## src/rtl/ps_bitmap_ram_arbiter.sv

```systemverilog
// Partial State Bitmap RAM arbiter: shares the single-port bitmap RAM between
// the BA controller and the host port, and runs the CSR-triggered clear sequence.
module ps_bitmap_ram_arbiter #(
  parameter int ADDR_WIDTH   = 2,
  parameter int DATA_WIDTH   = 88,
  parameter int STARVE_LIMIT = 4
) (
  input  logic                  macCoreClk,
  input  logic                  macCoreClkSoftRst,

  input  logic                  baReq,
  input  logic                  baWriteEn,
  input  logic [ADDR_WIDTH-1:0] baAddr,
  input  logic [DATA_WIDTH-1:0] baWriteData,
  output logic                  baGnt,
  output logic                  baReadValid,

  input  logic                  hostReq,
  input  logic                  hostWriteEn,
  input  logic [ADDR_WIDTH-1:0] hostAddr,
  input  logic [DATA_WIDTH-1:0] hostWriteData,
  output logic                  hostGnt,
  output logic                  hostReadValid,

  input  logic                  baPSBitmapReset,
  output logic                  baPSBitmapResetIn,
  output logic                  baPSBitmapResetInValid,
  output logic                  clearBusy,

  input  logic [DATA_WIDTH-1:0] psBitmapReadData,
  output logic                  psBitmapEn,
  output logic                  psBitmapWriteEn,
  output logic [ADDR_WIDTH-1:0] psBitmapAddr,
  output logic [DATA_WIDTH-1:0] psBitmapWriteData
);

  typedef enum logic [1:0] {
    ARB   = 2'd0,
    CLEAR = 2'd1,
    DONE  = 2'd2
  } state_t;

  localparam logic [ADDR_WIDTH-1:0] LAST_ADDR  = '1;
  localparam logic [3:0]            STARVE_MAX = 4'(STARVE_LIMIT);

  state_t                  state_q, state_d;
  logic [ADDR_WIDTH-1:0]   clrAddr_q, clrAddr_d;
  logic [3:0]              starveCnt_q, starveCnt_d;
  logic                    rstPrev_q;
  logic                    baReadValid_q;
  logic                    hostReadValid_q;
  logic                    resetInValid_q;

  logic                    clrStart;
  logic                    hostWin;
  logic                    baWin;
  logic                    ramEn;
  logic                    ramWe;
  logic [ADDR_WIDTH-1:0]   ramAddr;
  logic [DATA_WIDTH-1:0]   ramWdata;

  always_comb begin
    state_d     = state_q;
    clrAddr_d   = clrAddr_q;
    starveCnt_d = starveCnt_q;
    clrStart    = 1'b0;
    hostWin     = 1'b0;
    baWin       = 1'b0;
    ramEn       = 1'b0;
    ramWe       = 1'b0;
    ramAddr     = '0;
    ramWdata    = '0;

    unique case (state_q)
      ARB: begin
        // A CSR level already high when leaving reset looks like a fresh edge.
        clrStart = baPSBitmapReset & ~rstPrev_q;
        if (clrStart) begin
          state_d   = CLEAR;
          clrAddr_d = '0;
        end else begin
          hostWin = hostReq & (~baReq | (starveCnt_q == STARVE_MAX));
          baWin   = baReq & ~hostWin;
        end

        if (hostWin || !hostReq) begin
          starveCnt_d = '0;
        end else if (baWin && (starveCnt_q != STARVE_MAX)) begin
          starveCnt_d = starveCnt_q + 4'd1;
        end

        if (hostWin) begin
          ramEn    = 1'b1;
          ramWe    = hostWriteEn;
          ramAddr  = hostAddr;
          ramWdata = hostWriteData;
        end else if (baWin) begin
          ramEn    = 1'b1;
          ramWe    = baWriteEn;
          ramAddr  = baAddr;
          ramWdata = baWriteData;
        end
      end

      CLEAR: begin
        ramEn     = 1'b1;
        ramWe     = 1'b1;
        ramAddr   = clrAddr_q;
        clrAddr_d = clrAddr_q + 1'b1;
        if (clrAddr_q == LAST_ADDR) begin
          state_d = DONE;
        end
      end

      DONE: begin
        state_d = ARB;
      end

      default: begin
        state_d = ARB;
      end
    endcase
  end

  always_ff @(posedge macCoreClk) begin
    if (macCoreClkSoftRst) begin
      state_q         <= ARB;
      clrAddr_q       <= '0;
      starveCnt_q     <= '0;
      rstPrev_q       <= 1'b0;
      baReadValid_q   <= 1'b0;
      hostReadValid_q <= 1'b0;
      resetInValid_q  <= 1'b0;
    end else begin
      state_q         <= state_d;
      clrAddr_q       <= clrAddr_d;
      starveCnt_q     <= starveCnt_d;
      rstPrev_q       <= baPSBitmapReset;
      baReadValid_q   <= baWin & ~baWriteEn;
      hostReadValid_q <= hostWin & ~hostWriteEn;
      resetInValid_q  <= (state_d == DONE);
    end
  end

  // Everything combinational is held quiet while reset is asserted.
  assign baGnt                  = baWin & ~macCoreClkSoftRst;
  assign hostGnt                = hostWin & ~macCoreClkSoftRst;
  assign psBitmapEn             = ramEn & ~macCoreClkSoftRst;
  assign psBitmapWriteEn        = ramWe & ~macCoreClkSoftRst;
  assign psBitmapAddr           = macCoreClkSoftRst ? '0 : ramAddr;
  assign psBitmapWriteData      = macCoreClkSoftRst ? '0 : ramWdata;
  assign clearBusy              = (state_q != ARB) & ~macCoreClkSoftRst;

  assign baReadValid            = baReadValid_q;
  assign hostReadValid          = hostReadValid_q;
  assign baPSBitmapResetInValid = resetInValid_q;
  assign baPSBitmapResetIn      = 1'b0;

endmodule

```

## config.mk

```make
export PLATFORM = sky130hd
export DESIGN_NAME = ps_bitmap_ram_arbiter
export DESIGN_NICKNAME = d
export VERILOG_FILES = /design/src/rtl/ps_bitmap_ram_arbiter.sv
export SDC_FILE = /design/constraint.sdc
export NUM_CORES = 1
export LEC_CHECK = 0
export ABC_CLOCK_PERIOD_IN_PS = 5000
export CORE_AREA = 2 2 146 148
export DETAILED_ROUTE_END_ITERATION = 16
export DIE_AREA = 0 0 148 150
export PLACE_DENSITY = 0.44
export SLEW_MARGIN = 20
export SYNTH_ARGS = -nofsm -noshare
export SYNTH_HDL_FRONTEND = slang
export SYNTH_SLANG_ARGS = --single-unit
```

## constraint.sdc

```tcl
create_clock -name macCoreClk -period 5 [get_ports macCoreClk]
set_input_delay 0.75 -clock macCoreClk [delete_from_list [all_inputs] [get_ports macCoreClk]]
set_output_delay 0.75 -clock macCoreClk [all_outputs]
set_load 0.005 [all_outputs]
```

### Word level (Yosys, flattened, before mapping)

Index checks and enable logic that the tools add are counted.

| word-level totals | value |
|---|---|
| input bits | 275 |
| logic and storage cells | 68 |
| flip-flop bits (word level) | 12 |
| output and inout port bits | 99 |

| cells by class | value |
|---|---|
| multiplexer cells | 27 |
| bitwise gates (word level) | 17 |
| equality and inequality tests | 6 |
| $add $sub $neg | 2 |
| reduce and logical (&&, ||, !) cells | 9 |

Operators by type and width:

| operator | number |
|---|---|
| two-way mux 88 bit | 4 |
| two-way mux 2 bit | 6 |
| one-hot mux 2 bit (2 select lines) | 3 |
| AND 1 bit | 10 |
| two-way mux 1 bit | 10 |
| two-way mux 4 bit | 2 |
| NOT 1 bit | 6 |
| nonzero test 2 bit | 3 |
| adder 4 x 1 -> 4 bit, second input constant | 1 |
| == test 2 bit, second input constant | 2 |
| == test 4 x 3 -> 1 bit, second input constant | 1 |
| inequality test 4 x 3 -> 1 bit, second input constant | 1 |
| one-hot mux 1 bit (2 select lines) | 2 |
| AND reduction 2 bit | 2 |
| adder 2 x 1 -> 2 bit, second input constant | 1 |
| == test 2 x 1 -> 1 bit, second input constant | 1 |
| zero test 2 bit | 1 |
| inequality test 2 bit, second input constant | 1 |
| logical AND 1 bit | 1 |
| zero test 1 bit | 1 |
| logical OR 1 bit | 1 |
| OR 1 bit | 1 |

### Logic depth before layout (Yosys ltp)

| logic depth | value |
|---|---|
| word-level depth | 11 |
| gate-level depth with buffers | 7 |

### Worst setup path after synthesis

No wires, ideal clock.

| timing path | value |
|---|---|
| kind | input-to-output |
| start | in hostReq |
| end | out psBitmapWriteData[0] |
| data arrival time | 1.691 ns |
| path buffers | 2 |
| data required time | 4.250 ns |
| path slack | 2.559 ns |
| stages on the path | 5 |
| cell sequence | and4b_1 > o21a_1 > buf_4 > buf_4 > a22o_1 |

| on the way | value |
|---|---|
| cells in the longest elaborated chain, start to end | 9 |

Ends and longest elaborated chain:

| what | RTL line | source |
|---|---|---|
| start: declaration | 18 | `input logic hostReq,` |
| AND 1 bit (*) | 82 | `hostWin = hostReq & (~baReq \| (starveCnt_q == STARVE_MAX));` |
| NOT 1 bit | 83 | `baWin = baReq & ~hostWin;` |
| AND 1 bit | 83 |  |
| two-way mux 1 bit | 78 | `if (clrStart) begin` |
| two-way mux 1 bit | 74 | `unique case (state_q)` |
| two-way mux 88 bit | 97 | `end else if (baWin) begin` |
| two-way mux 88 bit (*) | 92 | `if (hostWin) begin` |
| two-way mux 88 bit (*) | 74 |  |
| two-way mux 88 bit (*) | 151 | `assign psBitmapWriteData = macCoreClkSoftRst ? '0 : ramWdata;` |
| end: declaration | 34 | `output logic [DATA_WIDTH-1:0] psBitmapWriteData` |

Mark *: on every way between the ends. The rest lies on a longest branch, timed or not. The select of a mux whose other input is x is not followed.

### Worst setup path in the final report

| timing path | value |
|---|---|
| start | in macCoreClkSoftRst |
| end | out psBitmapWriteData[66] |

| on the way | value |
|---|---|
| cells in the longest elaborated chain, start to end | 1 |

Ends and longest elaborated chain:

| what | RTL line | source |
|---|---|---|
| start: declaration | 9 | `input logic macCoreClkSoftRst,` |
| two-way mux 88 bit | 151 |  |

Every way passes these cells.

==> PnR_summary.wiki <==
{| class="wikitable"
! Metric !! Value
|-
| P_int || 427 uW
|-
| Crit-path leading delay family || buffers and inverters
|-
| Part of the power in the clock network || 0.258
|-
| GP Congestion || 0.700
|-
| Number of buffers added on ports || 284
|-
| Growth of design area from synthesis to finish || 197%
|-
| Setup slack, reg-to-reg || 3.22 ns
|-
| Setup TNS || 0 ns
|-
| Number of hold-slack violations in the final timing report || 0
|-
| Worst supply voltage drop on vdd || 0.0908 mV
|-
| Setup repair after global routing missed its margin || false
|-
| Buf+Inv Stages, Crit Path || 3
|-
| Max-capacitance violation count || 0
|-
| Number of H-tree levels || 1
|-
| DRC violation total after the first TritonRoute iteration || 101
|-
| Dominant synthesized flop cell || sky130_fd_sc_hd__dfxtp_1
|-
| Total number of yosys warnings || 0
|-
| Setup Skew || 0.00310 ns
|-
| Pin slew with the least headroom to its limit || 0.559 ns
|-
| Routing usage on met1 || 0.104
|-
| Post-Place Worst Slack || 0.836 ns
|-
| # IOs || 374
|-
| Clock network latency to the later pin of the worst-skew pair || 0.24 ns
|-
| Via count of the first global-routing pass || 2551
|-
| Slowest CP cell || sky130_fd_sc_hd__clkdlybuf4s50_1
|-
| Worst-path cell chain || clkdlybuf4s50_1 > nor4_2 > o21a_4 > buf_12 > a22o_1 > clkdlybuf4s50_1
|-
| Post-route ant nets || 0
|-
| Residual DRC count || 0
|-
| M3 GR Usage || 0.0146
|-
| Overall die area || 22200 um^2
|-
| Most common cell after layout, fill and taps aside || sky130_fd_sc_hd__clkdlybuf4s50_1
|-
| TritonCTS buffer count || 3
|-
| Number of cells produced by synthesis || 181
|-
| Final #Nets || 728
|-
| Fraction of registers with async set/reset || 0
|-
| Post-synth EDFFs || 0
|-
| Clock tree from TritonCTS || done
|-
| Wire length reported by the detailed router || 10500 um
|-
| Antenna Diode Count || 0
|-
| Post-synthesis cell type count || 31
|-
| Worst Setup Start Kind || input pin
|-
| Fraction of layout instances using a drive strength above 1 || 0.0246
|-
| Root buffer selected by CTS || sky130_fd_sc_hd__clkbuf_16
|-
| Initial Util || 0.0764
|-
| Syn nets || 459
|-
| Clock-pin slew of the registers on the worst-case setup and hold paths || 0.04 ns
|-
| Layout filler cell count || 2258
|-
| Maximum number of pins on one net before global-route repair || 53
|-
| Arrival @ worst endpoint || 3.37 ns
|-
| Period utilisation layout || 0.823
|-
| Pins Over Slew Limit || 0
|-
| P per Cell Area || 119 nW/um^2
|-
| Register share of total power || 0.186
|-
| Global route total overflow || 0
|-
| Post-layout min period || 4.12 ns
|-
| Leading cell types in the layout, fill and taps excluded || 284 x sky130_fd_sc_hd__clkdlybuf4s50_1, 88 x sky130_fd_sc_hd__a22o_1, 12 x sky130_fd_sc_hd__dfxtp_1
|-
| Setup Crit Path Kind || input pin to output pin
|-
| Row cnt || 53
|-
| Delay of the slowest cell on the worst path || 0.62 ns
|-
| Setup slack after layout || 0.884 ns
|-
| Aggregate global-route resource usage || 0.0814
|-
| Post CTS Setup Buffer Count || 0
|-
| Per-cell via count in the routed design || 3.64
|-
| Total of endpoints with negative setup slack in the final report || 0
|-
| Worst min-delay path class || flip-flop to flip-flop
|-
| Part of the Yosys area used for sequential elements || 0.152
|-
| Clock Path Buffers || 2
|-
| HPWL after detailed placement || 8510 um
|-
| Die height || 150 um
|-
| Worst Setup End Kind || output pin
|-
| Combinational share of power || 0.556
|-
| Peak fanout along the critical path || 52
|-
| Detailed Routing Iterations Pass 1 || 4
|-
| Required time of the critical path || 4.25 ns
|-
| Net Sw Power || 132 uW
|-
| Post-synthesis register bit count || 12
|-
| Number of buffers inserted for hold repair after clock tree synthesis || 0
|-
| Initial antenna violation count || 0
|-
| Outcome || complete, no violations
|-
| Resized cells post-CTS || 0
|-
| Headroom to the max-slew limit || 0.627
|-
| Most frequent cell on the critical path || sky130_fd_sc_hd__clkdlybuf4s50_1
|-
| Area of the core || 20700 um^2
|-
| Wire length of the first global-routing pass || 14400 um
|-
| GR met2 Demand/Resource || 0.145
|-
| Post-Syn Area per Cell || 8.73 um^2
|-
| Global routing's busiest layer || met2
|-
| Switching Share || 0.236
|-
| Vias || 2635
|-
| Highest attainable clock frequency || 0.243 GHz
|-
| WL per Instance || 14.5 um
|-
| Syn Std Cell Area || 1580 um^2
|-
| Total leakage power || 1.70 nW
|-
| Die Width || 148 um
|-
| TritonCTS Sinks || 12
|}
==> cell type report <==
| cell class | instances | area, um^2 | area share |
|---|---|---|---|
| inverter | 2 | 7.51 | 0.00160 |
| sequential | 12 | 240 | 0.0512 |
| multi-input combinational | 144 | 1150 | 0.245 |
| timing repair buffer | 287 | 2880 | 0.613 |
| tap | 275 | 344 | 0.0733 |
| clock buffer | 3 | 75.1 | 0.0160 |
==> final timing paths <==
check / start / to / cells after the start
worst max-delay path: macCoreClkSoftRst / psBitmapWriteData[66] / 6
worst min-delay path: clrAddr_q[0] / clrAddr_q[0] / 1
worst max register to register: starveCnt_q[0] / baReadValid / 6
worst min register to register: clrAddr_q[0] / clrAddr_q[0] / 1
==> cells by family after synthesis <==
| group | Yosys count | synth area share |
|---|---|---|
| adders and majority gates | 3 | 0.0238 |
| and+or+nand+nor | 36 | 0.128 |
| xor gates and xnor gates | 3 | 0.0166 |
| DFF | 12 | 0.152 |
| buffers and inverters | 25 | 0.128 |
| other | 1 | 0.00237 |
| AOI/OAI and AO/OA | 99 | 0.535 |
| muxes | 2 | 0.0135 |
==> cells in the mapped netlist, types with 2 or more instances <==
| master | number | area [um^2] |
|---|---|---|
| sky130_fd_sc_hd__buf_2 | 3 | 15.0 |
| sky130_fd_sc_hd__ha_1 | 3 | 37.5 |
| sky130_fd_sc_hd__nor2_1 | 8 | 30.0 |
| sky130_fd_sc_hd__nand3_1 | 2 | 10.0 |
| sky130_fd_sc_hd__inv_1 | 2 | 7.51 |
| sky130_fd_sc_hd__buf_4 | 10 | 75.1 |
| sky130_fd_sc_hd__o21a_1 | 2 | 15.0 |
| sky130_fd_sc_hd__nor3_1 | 6 | 30.0 |
| sky130_fd_sc_hd__nor2b_1 | 5 | 31.3 |
| sky130_fd_sc_hd__a221o_1 | 2 | 20.0 |
| sky130_fd_sc_hd__xor2_1 | 2 | 17.5 |
| sky130_fd_sc_hd__dfxtp_1 | 12 | 240 |
| sky130_fd_sc_hd__and3_1 | 5 | 31.3 |
| sky130_fd_sc_hd__nand2_1 | 4 | 15.0 |
| sky130_fd_sc_hd__a22o_1 | 88 | 771 |
| sky130_fd_sc_hd__buf_6 | 9 | 101 |
| sky130_fd_sc_hd__o21ai_0 | 4 | 20.0 |
==> worst reg2reg max path, cell delays in order (launching register included) <==
cell and delay [ns]:
sky130_fd_sc_hd__dfxtp_1 0.34, sky130_fd_sc_hd__inv_1 0.08, sky130_fd_sc_hd__ha_1 0.20, sky130_fd_sc_hd__and4b_1 0.24, sky130_fd_sc_hd__and3b_4 0.31, sky130_fd_sc_hd__buf_4 0.37
sky130_fd_sc_hd__nor2b_1 0.19
==> registers in the layout, summed over array words and instances, names as in the netlist <==
name and flops:
starveCnt_q 4, state_q 2, rstPrev_q 1, baPSBitmapResetInValid 1, baReadValid 1, clrAddr_q 2
hostReadValid 1
==> power by group through the flow <==
stage                     clock network, mW  registers (mW)  logic [mW]
after global placement                    0           0.105       0.311
after floorplan                           0           0.104      0.0828
final                                 0.144           0.104       0.310
after CTS                             0.147           0.104       0.313
after detailed placement                  0           0.105       0.311
after global routing                  0.152           0.105       0.330
==> per-layer routing <==
metal / wire length, um / up-vias
met5: 0 / -
met2: 5150 / 145
li1: - / 1267
met4: 52 / 0
met3: 880 / 5
met1: 4420 / 1218
==> metrics by stage <==
stage / cell area [um^2] / power (mW) / cells / hold slack [ns] / util
3_5_place_dp: 4620 / 0.416 / 720 / 0.493 / 0.223
6_report: 4690 / 0.559 / 723 / 0.510 / 0.227
5_1_grt: 4690 / 0.587 / 723 / 0.532 / 0.227
4_1_cts: 4690 / 0.564 / 723 / 0.505 / 0.227
2_1_floorplan: 1580 / 0.187 / 181 / 0.458 / -
3_3_place_gp: 4620 / 0.416 / 720 / 0.489 / 0.223
(Power assumes the default switching activity.)
